===== config.mk =====
export PLATFORM = sky130hd
export DESIGN_NAME = step_cmd_sequencer_flat
export DESIGN_NICKNAME = d
export VERILOG_FILES = /design/src/rtl/step_cmd_sequencer_if.sv /design/src/rtl/step_cmd_sequencer.sv /design/src/flat_wrapper.sv
export SDC_FILE = /design/constraint.sdc
export NUM_CORES = 1
export LEC_CHECK = 0
export CAP_MARGIN = 20
export CORE_UTILIZATION = 50
export DETAILED_ROUTE_END_ITERATION = 12
export PLACE_DENSITY = 0.73
export RECOVER_POWER = 100
export SYNTH_ARGS = -nofsm -noshare
export SYNTH_HDL_FRONTEND = slang
export SYNTH_SLANG_ARGS = --single-unit

===== constraint.sdc =====
create_clock -name clk -period 5.15 [get_ports clk]
set_input_delay 0.515 -clock clk [delete_from_list [all_inputs] [get_ports clk]]
set_output_delay 0.515 -clock clk [all_outputs]
set_load 0.01 [all_outputs]

===== src/rtl/step_cmd_sequencer_if.sv =====
// Command/step bus of the step sequencer: FIFO read side plus motor-driver outputs.
// master = sequencer, slave = FIFO/driver side (or a testbench).
interface step_cmd_sequencer_if;
    logic        en;
    logic        fifo_empty;
    logic [31:0] fifo_data;
    logic        fifo_rd_en;
    logic        step;
    logic        dir;
    logic        busy;
    logic        done;

    modport master (
        input  en, fifo_empty, fifo_data,
        output fifo_rd_en, step, dir, busy, done
    );

    modport slave (
        output en, fifo_empty, fifo_data,
        input  fifo_rd_en, step, dir, busy, done
    );
endinterface


===== src/rtl/step_cmd_sequencer.sv =====
// Pops step commands from a FIFO and plays them out as step/dir pulse trains.
// Define STEP_SEQ_ABORT_EN to add the abort input (cancels a latched/running command).
module step_cmd_sequencer #(
    parameter int unsigned MIN_HALF_PERIOD = 2
) (
    input  logic                 clk,
    input  logic                 rst,
`ifdef STEP_SEQ_ABORT_EN
    input  logic                 abort,
`endif
    step_cmd_sequencer_if.master bus
);

    localparam logic [15:0] MIN_HP = 16'(MIN_HALF_PERIOD);

    typedef enum logic [1:0] {
        S_IDLE,
        S_POP,
        S_LATCH,
        S_RUN
    } state_t;

    state_t      r_state;
    state_t      w_next;

    logic [14:0] r_steps;
    logic [15:0] r_phase;
    logic [15:0] r_he;
    logic        r_high;
    logic        r_step;
    logic        r_dir;
    logic        r_done;

    logic        w_abort;
    logic        w_can_pop;
    logic [14:0] w_cmd_n;
    logic [15:0] w_cmd_h;
    logic [15:0] w_he;

`ifdef STEP_SEQ_ABORT_EN
    assign w_abort = abort;
`else
    assign w_abort = 1'b0;
`endif

    assign w_can_pop = bus.en && !bus.fifo_empty;
    assign w_cmd_n   = bus.fifo_data[30:16];
    assign w_cmd_h   = bus.fifo_data[15:0];
    assign w_he      = (w_cmd_h < MIN_HP) ? MIN_HP : w_cmd_h;

    // NOTE: sequential state uses non-blocking (<=) so every flop samples pre-edge values.
    always_ff @(posedge clk or posedge rst) begin
        if (rst) begin
            r_state <= S_IDLE;
        end else begin
            r_state <= w_next;
        end
    end

    // NOTE: w_next gets its default before the case, so no path leaves it unassigned (no latch).
    always_comb begin
        w_next = r_state;
        case (r_state)
            S_IDLE: begin
                if (w_can_pop) w_next = S_POP;
            end
            S_POP: begin
                w_next = S_LATCH;
            end
            S_LATCH: begin
                if (w_abort || (w_cmd_n == 15'd0)) w_next = S_IDLE;
                else                                w_next = S_RUN;
            end
            S_RUN: begin
                // r_steps == 0 in RUN is the single done cycle after the last high phase
                if (w_abort)                w_next = S_IDLE;
                else if (r_steps == 15'd0) w_next = w_can_pop ? S_POP : S_IDLE;
            end
            default: w_next = S_IDLE;
        endcase
    end

    always_ff @(posedge clk or posedge rst) begin
        if (rst) begin
            r_steps <= '0;
            r_phase <= '0;
            r_he    <= '0;
            r_high  <= 1'b0;
            r_step  <= 1'b0;
            r_dir   <= 1'b0;
            r_done  <= 1'b0;
        end else begin
            r_done <= 1'b0;
            case (r_state)
                S_LATCH: begin
                    if (!w_abort) begin
                        r_dir   <= bus.fifo_data[31];
                        r_steps <= w_cmd_n;
                        r_he    <= w_he;
                        r_phase <= (w_cmd_n == 15'd0) ? 16'd0 : w_he;
                        r_high  <= 1'b0;
                        r_step  <= 1'b0;
                        if (w_cmd_n == 15'd0) r_done <= 1'b1;
                    end
                end
                S_RUN: begin
                    if (w_abort) begin
                        r_step  <= 1'b0;
                        r_high  <= 1'b0;
                        r_steps <= '0;
                        r_phase <= '0;
                    end else if (r_steps != 15'd0) begin
                        if (r_phase == 16'd1) begin
                            if (!r_high) begin
                                r_high  <= 1'b1;
                                r_step  <= 1'b1;
                                r_phase <= r_he;
                            end else begin
                                // end of a high phase: one step finished
                                r_high  <= 1'b0;
                                r_step  <= 1'b0;
                                r_steps <= r_steps - 15'd1;
                                if (r_steps == 15'd1) begin
                                    r_done  <= 1'b1;
                                    r_phase <= '0;
                                end else begin
                                    r_phase <= r_he;
                                end
                            end
                        end else begin
                            r_phase <= r_phase - 16'd1;
                        end
                    end
                end
                default: ;
            endcase
        end
    end

    assign bus.fifo_rd_en = (r_state == S_POP) && !bus.fifo_empty;
    assign bus.step       = r_step;
    assign bus.dir        = r_dir;
    assign bus.busy       = (r_state != S_IDLE);
    assign bus.done       = r_done;

endmodule


===== src/flat_wrapper.sv =====
// flat-port wrapper written by rule: the top's interface ports become plain ports
module step_cmd_sequencer_flat 
#(
    parameter int unsigned MIN_HALF_PERIOD = 2
)
  (clk, rst, bus_en, bus_fifo_empty, bus_fifo_data, bus_fifo_rd_en, bus_step, bus_dir, bus_busy, bus_done);
  step_cmd_sequencer_if bus_i ();
  input  logic clk;
  input  logic rst;
  input wire logic [$bits(bus_i.en)-1:0] bus_en;
  input wire logic [$bits(bus_i.fifo_empty)-1:0] bus_fifo_empty;
  input wire logic [$bits(bus_i.fifo_data)-1:0] bus_fifo_data;
  output wire logic [$bits(bus_i.fifo_rd_en)-1:0] bus_fifo_rd_en;
  output wire logic [$bits(bus_i.step)-1:0] bus_step;
  output wire logic [$bits(bus_i.dir)-1:0] bus_dir;
  output wire logic [$bits(bus_i.busy)-1:0] bus_busy;
  output wire logic [$bits(bus_i.done)-1:0] bus_done;
  assign bus_i.en = bus_en;
  assign bus_i.fifo_empty = bus_fifo_empty;
  assign bus_i.fifo_data = bus_fifo_data;
  assign bus_fifo_rd_en = bus_i.fifo_rd_en;
  assign bus_step = bus_i.step;
  assign bus_dir = bus_i.dir;
  assign bus_busy = bus_i.busy;
  assign bus_done = bus_i.done;
  step_cmd_sequencer #(.MIN_HALF_PERIOD(MIN_HALF_PERIOD)) u_core (.clk(clk), .rst(rst), .bus(bus_i));
endmodule

==> impl_metrics.xml, run 1 <==
<?xml version="1.0" encoding="UTF-8"?>
<metrics>
  <group name="critical_path">
    <metric name="end_kind" unit="">flip-flop</metric>
    <metric name="path_cells" unit="">inv_1, ha_1, nor4b_1, and4_1, clkbuf_1, o2111ai_1, and2_0, a211oi_1, a21oi_1</metric>
    <metric name="timing.critical_path.slowest_stage_cell" unit="">clkbuf_1</metric>
    <metric name="critPathTopFamily" unit="">buffers and inverters</metric>
    <metric name="startpoint_type" unit="">flip-flop</metric>
    <metric name="path_buf_inv" unit="">2</metric>
    <metric name="cp_data_required_time" unit="ns">5.32</metric>
    <metric name="worstPathArrival" unit="ns">3.71</metric>
    <metric name="cp_slowest_stage_delay" unit="ns">0.93</metric>
    <metric name="critPathKind" unit="">flip-flop to flip-flop</metric>
    <metric name="crit_fanout" unit="">32</metric>
  </group>
  <group name="floorplan">
    <metric name="placeableCoreArea" unit="µm²">5990</metric>
    <metric name="die_y" unit="µm">81.5</metric>
    <metric name="floorplan.die.width" unit="µm">81.5</metric>
    <metric name="dieArea" unit="µm²">6640</metric>
    <metric name="start_util" unit="">0.527</metric>
    <metric name="ioPinCount" unit="">41</metric>
    <metric name="std_cell_rows" unit="">28</metric>
  </group>
  <group name="clock_network">
    <metric name="clk_pin_slew" unit="ns">0.09</metric>
    <metric name="clock_path_buffers" unit="">2</metric>
    <metric name="post_cts_buffers" unit="">0</metric>
    <metric name="cts_inserted_buffers" unit="">5</metric>
    <metric name="htreeDepth" unit="">2</metric>
    <metric name="cts_tree" unit="">yes</metric>
    <metric name="postCtsHoldBufs" unit="">0</metric>
    <metric name="number_of_clock_sinks_seen_by_cts" unit="">52</metric>
    <metric name="count_of_cells_resized_by_post_cts_repair" unit="">0</metric>
    <metric name="cts_root_buf" unit="">clkbuf_8</metric>
    <metric name="clk-insertion-delay-late" unit="ns">0.31</metric>
  </group>
  <group name="timing">
    <metric name="rsz0062_at_grt" unit="">no</metric>
    <metric name="post-route-worst-setup-slack" unit="ns">1.61</metric>
    <metric name="slew_headroom" unit="">-0.873</metric>
    <metric name="layout_worst_path_cycle_share" unit="">0.688</metric>
    <metric name="worst_pin_slew" unit="ns">2.81</metric>
    <metric name="hold_viol_final" unit="">0</metric>
    <metric name="period_needed" unit="ns">3.54</metric>
    <metric name="worst_setup_skew_after_layout" unit="ns">0.00532</metric>
    <metric name="report.final.slew_viol_count" unit="">53</metric>
    <metric name="timing.final.setup_violations" unit="">0</metric>
    <metric name="clock.fmax" unit="MHz">282</metric>
    <metric name="setup_total_negative_slack" unit="ns">0</metric>
  </group>
  <group name="logic_synthesis">
    <metric name="proportion_of_synthesized_flip_flops_having_asynchronous_set_or_reset" unit="">1.00</metric>
    <metric name="postSynthCellCount" unit="">368</metric>
    <metric name="synth_cell_types" unit="">54</metric>
    <metric name="synth_warnings" unit="">0</metric>
    <metric name="synth_largest_area_cell" unit="">dfrtp_1</metric>
    <metric name="ys_top_cells_by_area" unit="">dfrtp_1 (41%), mux2_2 (5.3%), a21oi_1 (5.2%)</metric>
    <metric name="synth_largest_type_area_fraction" unit="">0.412</metric>
    <metric name="synth_area" unit="µm²">3160</metric>
    <metric name="syn-mean-instance-area" unit="µm²">8.58</metric>
    <metric name="most_frequently_used_flop_master_after_synthesis" unit="">dfrtp_1</metric>
    <metric name="synth.ff_latch_count" unit="">52</metric>
    <metric name="number_of_enable_flip_flop_cells_after_synthesis" unit="">0</metric>
    <metric name="synth-seq-area-share" unit="">0.412</metric>
    <metric name="syn-num-nets" unit="">408</metric>
  </group>
  <group name="finish">
    <metric name="drive_gt1_frac" unit="">0.0682</metric>
    <metric name="layout.core_utilization" unit="">0.608</metric>
    <metric name="final-instance-count-excl-fill" unit="">471</metric>
    <metric name="syn2layout_area_growth" unit="%">15.3</metric>
    <metric name="design.final.nets" unit="">435</metric>
    <metric name="mostFrequentLayoutCells" unit="">dfrtp_1 (52), nor2_1 (42), a21oi_1 (33), clkdlybuf4s50_1 (33), nand2_1 (30)</metric>
    <metric name="insertedDiodeCount" unit="">0</metric>
    <metric name="layout.cells.most_common" unit="">dfrtp_1</metric>
  </group>
  <group name="global_route">
    <metric name="gr-total-overflow" unit="">0</metric>
    <metric name="gr-usage-all-layers" unit="">0.268</metric>
    <metric name="grt_max_degree" unit="">53</metric>
    <metric name="grt_antenna_before_repair" unit="">0</metric>
    <metric name="via_count_of_the_first_global_routing_pass" unit="">2701</metric>
    <metric name="global_route_wire_length_before_repair" unit="µm">13400</metric>
  </group>
  <group name="route">
    <metric name="remaining_drc_errors" unit="">0</metric>
    <metric name="post_drt_via_cell_ratio" unit="">6.13</metric>
    <metric name="dr_total_vias" unit="">2888</metric>
    <metric name="routed_wire_length_per_instance" unit="µm">17.5</metric>
    <metric name="antenna_violating_nets_post_route" unit="">0</metric>
    <metric name="dr.pass1.iters" unit="">5</metric>
    <metric name="dr.first_iter.drc_count" unit="">270</metric>
    <metric name="wl" unit="µm">8220</metric>
  </group>
  <group name="flow_run">
    <metric name="max-cap-violations" unit="">1</metric>
  </group>
  <group name="placed_design">
    <metric name="dp.final_hpwl" unit="µm">5790</metric>
    <metric name="port-buffer-count" unit="">40</metric>
    <metric name="pre_cts_worst_setup_slack" unit="ns">2.22</metric>
    <metric name="routability_cong" unit="">0.957</metric>
    <metric name="post-place-cells" unit="">463</metric>
  </group>
  <group name="power">
    <metric name="cellPowerDensity" unit="nW/µm²">282</metric>
    <metric name="p_leak" unit="nW">1.42</metric>
    <metric name="max-vdd-ir-drop" unit="V">0.000185</metric>
  </group>
  <group name="status">
    <metric name="violations" unit="">capacitance limit, slew limit</metric>
    <metric name="status" unit="">complete, but fails checks</metric>
  </group>
  <group name="worst_hold_path">
    <metric name="hold_path_class" unit="">flip-flop to flip-flop</metric>
  </group>
</metrics>
[per-layer routing]
metal,global-route usage,share of wire,vias up
met5,0,0,-
met4,0.0750,0.010,0
met3,0.0422,0.059,9
met2,0.413,0.45,110
met1,0.389,0.48,1377
li1,-,-,1392
[layout make-up]
cell class | count | area [µm²]
Sequential cell | 52 | 1300
Inverter | 9 | 33.8
Clock buffer | 8 | 90.1
Fill cell | 530 | 2350
Timing Repair Buffer | 45 | 423
Multi-Input combinational cell | 282 | 1700
Tap cell | 75 | 93.8
[flip-flops by register name, summed over array words and instances (netlist names)]
signal	cells
u_core.bus.dir	1
u_core.bus.done	1
u_core.bus.step	1
u_core.r_he	16
u_core.r_phase	16
u_core.r_state	2
u_core.r_steps	15
[cell usage after synthesis, types with 2 or more instances]
library cell	n
a21o_1	2
a21oi_1	33
a221oi_1	3
a31oi_1	14
and2_1	3
and3_1	4
buf_2	4
clkbuf_1	20
dfrtp_1	52
ha_1	4
inv_1	9
mux2_2	15
nand2_1	30
nand2b_1	6
nand3_1	11
nand4_1	5
nor2_1	42
nor2b_1	2
nor3_1	14
nor3b_1	2
nor4_1	10
nor4_2	2
o21ai_0	21
o22a_1	3
o22ai_1	11
or2_2	2
or3_1	4
or4_1	2
xnor2_1	7
xor2_1	7
[power breakdown]
part	internal [mW]	switching, mW	total [mW]	leakage (nW)
combinational	0.128	0.110	0.238	0.775
clock	0.110	0.133	0.243	0.0455
sequential	0.464	0.0807	0.545	0.599
[cells by family after synthesis]
kind of cell | after synthesis | share of synthesized area
AND/OR/NAND/NOR | 147 | 0.237
XOR/XNOR | 14 | 0.0388
flip-flops | 52 | 0.412
buffers and inverters | 34 | 0.0444
multiplexers | 15 | 0.0535
AO/OA/AOI/OAI | 102 | 0.198
adder cells (fa/ha/maj) | 4 | 0.0158
[through the flow]
stage                     area (µm²)  hold slack [ns]  power [mW]
after CTS                       3670            0.493        1.03
after floorplan                 3160            0.442       0.719
final                           3640            0.492        1.03
after global placement          3580            0.459       0.784
after global routing            3640            0.518        1.09
after detailed placement        3580            0.472       0.791
[worst paths after layout]
check,from,end,slack [ns],depth (start not counted)
max reg2reg,u_core.r_phase[1],u_core.r_steps[1],1.61,9
min,u_core.r_he[1],u_core.r_he[1],0.49,2
max,u_core.r_phase[1],u_core.r_steps[1],1.61,9
min reg2reg,u_core.r_he[1],u_core.r_he[1],0.49,2
min in group asynchronous,rst,u_core.r_he[2],1.70,3
max in group asynchronous,rst,u_core.r_steps[14],1.87,3
[worst min-delay path, cell delays in order (launching register included)]
cell and delay, ns:
dfrtp_1 0.35, nand2_1 0.05, o21ai_0 0.06
Power figures use the tool's default switching activity.
==> inputs of run 2 (changes only) <==
==> constraint.sdc (replaced) <==
create_clock -name clk -period 3.4 [get_ports clk]
set_input_delay 0.34 -clock clk [delete_from_list [all_inputs] [get_ports clk]]
set_output_delay 0.34 -clock clk [all_outputs]
set_load 0.01 [all_outputs]
==> impl_metrics.xml, run 2 (same netlist as run 1, synthesis figures left out) <==
<?xml version="1.0" encoding="UTF-8"?>
<metrics>
  <group name="status">
    <metric name="status" unit="">finished clean</metric>
  </group>
  <group name="floorplan">
    <metric name="die_y" unit="µm">81.5</metric>
    <metric name="dieArea" unit="µm²">6640</metric>
    <metric name="placeableCoreArea" unit="µm²">5990</metric>
    <metric name="ioPinCount" unit="">41</metric>
    <metric name="start_util" unit="">0.527</metric>
    <metric name="std_cell_rows" unit="">28</metric>
    <metric name="floorplan.die.width" unit="µm">81.5</metric>
  </group>
  <group name="power">
    <metric name="post-layout-total-power" unit="mW">1.57</metric>
    <metric name="p_leak" unit="nW">1.44</metric>
    <metric name="power.share.switching" unit="">0.323</metric>
    <metric name="switchingPower" unit="µW">507</metric>
    <metric name="power.share.combinational" unit="">0.235</metric>
    <metric name="power.share.clock" unit="">0.237</metric>
    <metric name="max-vdd-ir-drop" unit="V">0.000285</metric>
    <metric name="power.sequential.fraction" unit="">0.528</metric>
    <metric name="power.internal" unit="mW">1.06</metric>
    <metric name="cellPowerDensity" unit="nW/µm²">429</metric>
  </group>
  <group name="clock_network">
    <metric name="cts_tree" unit="">yes</metric>
    <metric name="clock_path_buffers" unit="">2</metric>
    <metric name="postCtsHoldBufs" unit="">0</metric>
    <metric name="clk_pin_slew" unit="ns">0.09</metric>
    <metric name="cts_inserted_buffers" unit="">5</metric>
    <metric name="number_of_clock_sinks_seen_by_cts" unit="">52</metric>
    <metric name="post_cts_buffers" unit="">0</metric>
    <metric name="cts_root_buf" unit="">clkbuf_8</metric>
    <metric name="count_of_cells_resized_by_post_cts_repair" unit="">0</metric>
    <metric name="htreeDepth" unit="">2</metric>
    <metric name="clk-insertion-delay-late" unit="ns">0.31</metric>
  </group>
  <group name="worst_hold_path">
    <metric name="hold_start" unit="">u_core.r_he[1]</metric>
    <metric name="whs_endpoint" unit="">u_core.r_he[1]</metric>
    <metric name="hold_path_class" unit="">flip-flop to flip-flop</metric>
    <metric name="worstHoldPathCells" unit="">2</metric>
  </group>
  <group name="critical_path">
    <metric name="critPathKind" unit="">flip-flop to flip-flop</metric>
    <metric name="path_cells" unit="">inv_1, ha_1, nor3b_1, nand3_1, o2111ai_1, and2_0, nor2_1, o22a_1</metric>
    <metric name="worst-r2r-setup-slack" unit="ns">0.51</metric>
    <metric name="cp_slowest_stage_delay" unit="ns">0.65</metric>
    <metric name="crit_fanout" unit="">14</metric>
    <metric name="worstPathArrival" unit="ns">3.09</metric>
    <metric name="end_kind" unit="">flip-flop</metric>
    <metric name="cp_data_required_time" unit="ns">3.60</metric>
    <metric name="worst_r2r_path_depth" unit="">8</metric>
    <metric name="timing.critical_path.slowest_stage_cell" unit="">and2_0</metric>
    <metric name="reg2reg_from" unit="">u_core.r_steps[0]</metric>
    <metric name="startpoint_type" unit="">flip-flop</metric>
    <metric name="r2r-end" unit="">u_core.r_steps[4]</metric>
  </group>
  <group name="timing">
    <metric name="timing.final.setup_violations" unit="">0</metric>
    <metric name="setup_total_negative_slack" unit="ns">0</metric>
    <metric name="report.final.slew_viol_count" unit="">0</metric>
    <metric name="worst_pin_slew" unit="ns">1.27</metric>
    <metric name="period_needed" unit="ns">2.89</metric>
    <metric name="clock.fmax" unit="MHz">346</metric>
    <metric name="rsz0062_at_grt" unit="">no</metric>
    <metric name="worst_setup_skew_after_layout" unit="ns">0.0104</metric>
    <metric name="layout_worst_path_cycle_share" unit="">0.849</metric>
    <metric name="slew_headroom" unit="">0.155</metric>
    <metric name="hold_viol_final" unit="">0</metric>
  </group>
  <group name="route">
    <metric name="post_drt_via_cell_ratio" unit="">6.29</metric>
    <metric name="wl" unit="µm">8140</metric>
    <metric name="dr.first_iter.drc_count" unit="">252</metric>
    <metric name="antenna_violating_nets_post_route" unit="">0</metric>
    <metric name="remaining_drc_errors" unit="">0</metric>
    <metric name="routed_wire_length_per_instance" unit="µm">17.3</metric>
    <metric name="dr.pass1.iters" unit="">5</metric>
    <metric name="dr_total_vias" unit="">2968</metric>
  </group>
  <group name="placed_design">
    <metric name="post-place-cells" unit="">464</metric>
    <metric name="port-buffer-count" unit="">40</metric>
    <metric name="detailed_place.area" unit="µm²">3590</metric>
    <metric name="dp.final_hpwl" unit="µm">5670</metric>
    <metric name="routability_cong" unit="">0.922</metric>
  </group>
  <group name="finish">
    <metric name="drive_gt1_frac" unit="">0.0806</metric>
    <metric name="mostFrequentLayoutCells" unit="">dfrtp_1 (52), nor2_1 (42), a21oi_1 (33), clkdlybuf4s50_1 (33), nand2_1 (30)</metric>
    <metric name="insertedDiodeCount" unit="">0</metric>
    <metric name="design.final.nets" unit="">436</metric>
    <metric name="final-instance-count-excl-fill" unit="">472</metric>
    <metric name="syn2layout_area_growth" unit="%">15.8</metric>
    <metric name="layout.cells.most_common" unit="">dfrtp_1</metric>
    <metric name="top_registers" unit="">u_core.r_he: 16 flops, u_core.r_phase: 16 flops, u_core.r_steps: 15 flops</metric>
    <metric name="finalInstanceArea" unit="µm²">3660</metric>
    <metric name="number_of_filler_cells_placed_in_the_layout" unit="">532</metric>
  </group>
  <group name="global_route">
    <metric name="global_route_wire_length_before_repair" unit="µm">13100</metric>
    <metric name="via_count_of_the_first_global_routing_pass" unit="">2552</metric>
    <metric name="grt_max_degree" unit="">32</metric>
    <metric name="gr-usage-all-layers" unit="">0.262</metric>
    <metric name="grt_antenna_before_repair" unit="">0</metric>
    <metric name="gr-total-overflow" unit="">0</metric>
  </group>
  <group name="flow_run">
    <metric name="max-cap-violations" unit="">0</metric>
  </group>
</metrics>
run 2: final cells by class:
class                           count  area [µm²]  share of cell area
Multi-Input combinational cell    282        1700               0.464
Sequential cell                    52        1300               0.356
Timing Repair Buffer               46         438               0.120
Tap cell                           75        93.8              0.0256
Clock buffer                        6        82.6              0.0226
Inverter                            9        33.8             0.00923
Clock inverter                      2        10.0             0.00274
run 2: metrics by stage:
step                setup WS, ns  hold WS (ns)   util
floorplan                   1.06         0.442      -
global placement           0.779         0.462  0.599
detailed placement         0.610         0.469  0.599
CTS                        0.590         0.442  0.615
global route               0.274         0.516  0.611
finish                     0.513         0.491  0.611
run 2: power groups by stage:
stage          Combinational (mW)  Sequential (mW)  Clock [mW]
2_1_floorplan               0.290            0.800           0
3_3_place_gp                0.361            0.835           0
3_5_place_dp                0.365            0.840           0
4_1_cts                     0.372            0.827       0.377
5_1_grt                     0.419            0.840       0.403
6_report                    0.368            0.828       0.371
run 2: worst max-delay path by stage:
stage	cells past startpoint	from	end
global route	8	u_core.r_steps[0]	u_core.r_steps[4]
global placement	8	u_core.r_steps[0]	u_core.r_steps[8]
detailed placement	8	u_core.r_steps[0]	u_core.r_steps[4]
finish	8	u_core.r_steps[0]	u_core.r_steps[4]
floorplan	8	u_core.r_steps[0]	u_core.r_phase[2]
CTS	8	u_core.r_steps[0]	u_core.r_steps[4]
run 2: metal layers:
layer,part of all wire,vias to the layer above,track usage
met5,0,-,0
met4,0.013,0,0.0750
met3,0.064,13,0.0422
met2,0.44,116,0.376
met1,0.48,1446,0.402
li1,-,1393,-
run 2: worst max-delay path: cells and delay by family (launching register included):
kind | cells | cell delay, ns
AND/OR/NAND/NOR | 4 | 1.49
adder cells (fa/ha/maj) | 1 | 0.19
AO/OA/AOI/OAI | 2 | 0.54
flip-flops | 1 | 0.44
buffers and inverters | 1 | 0.12
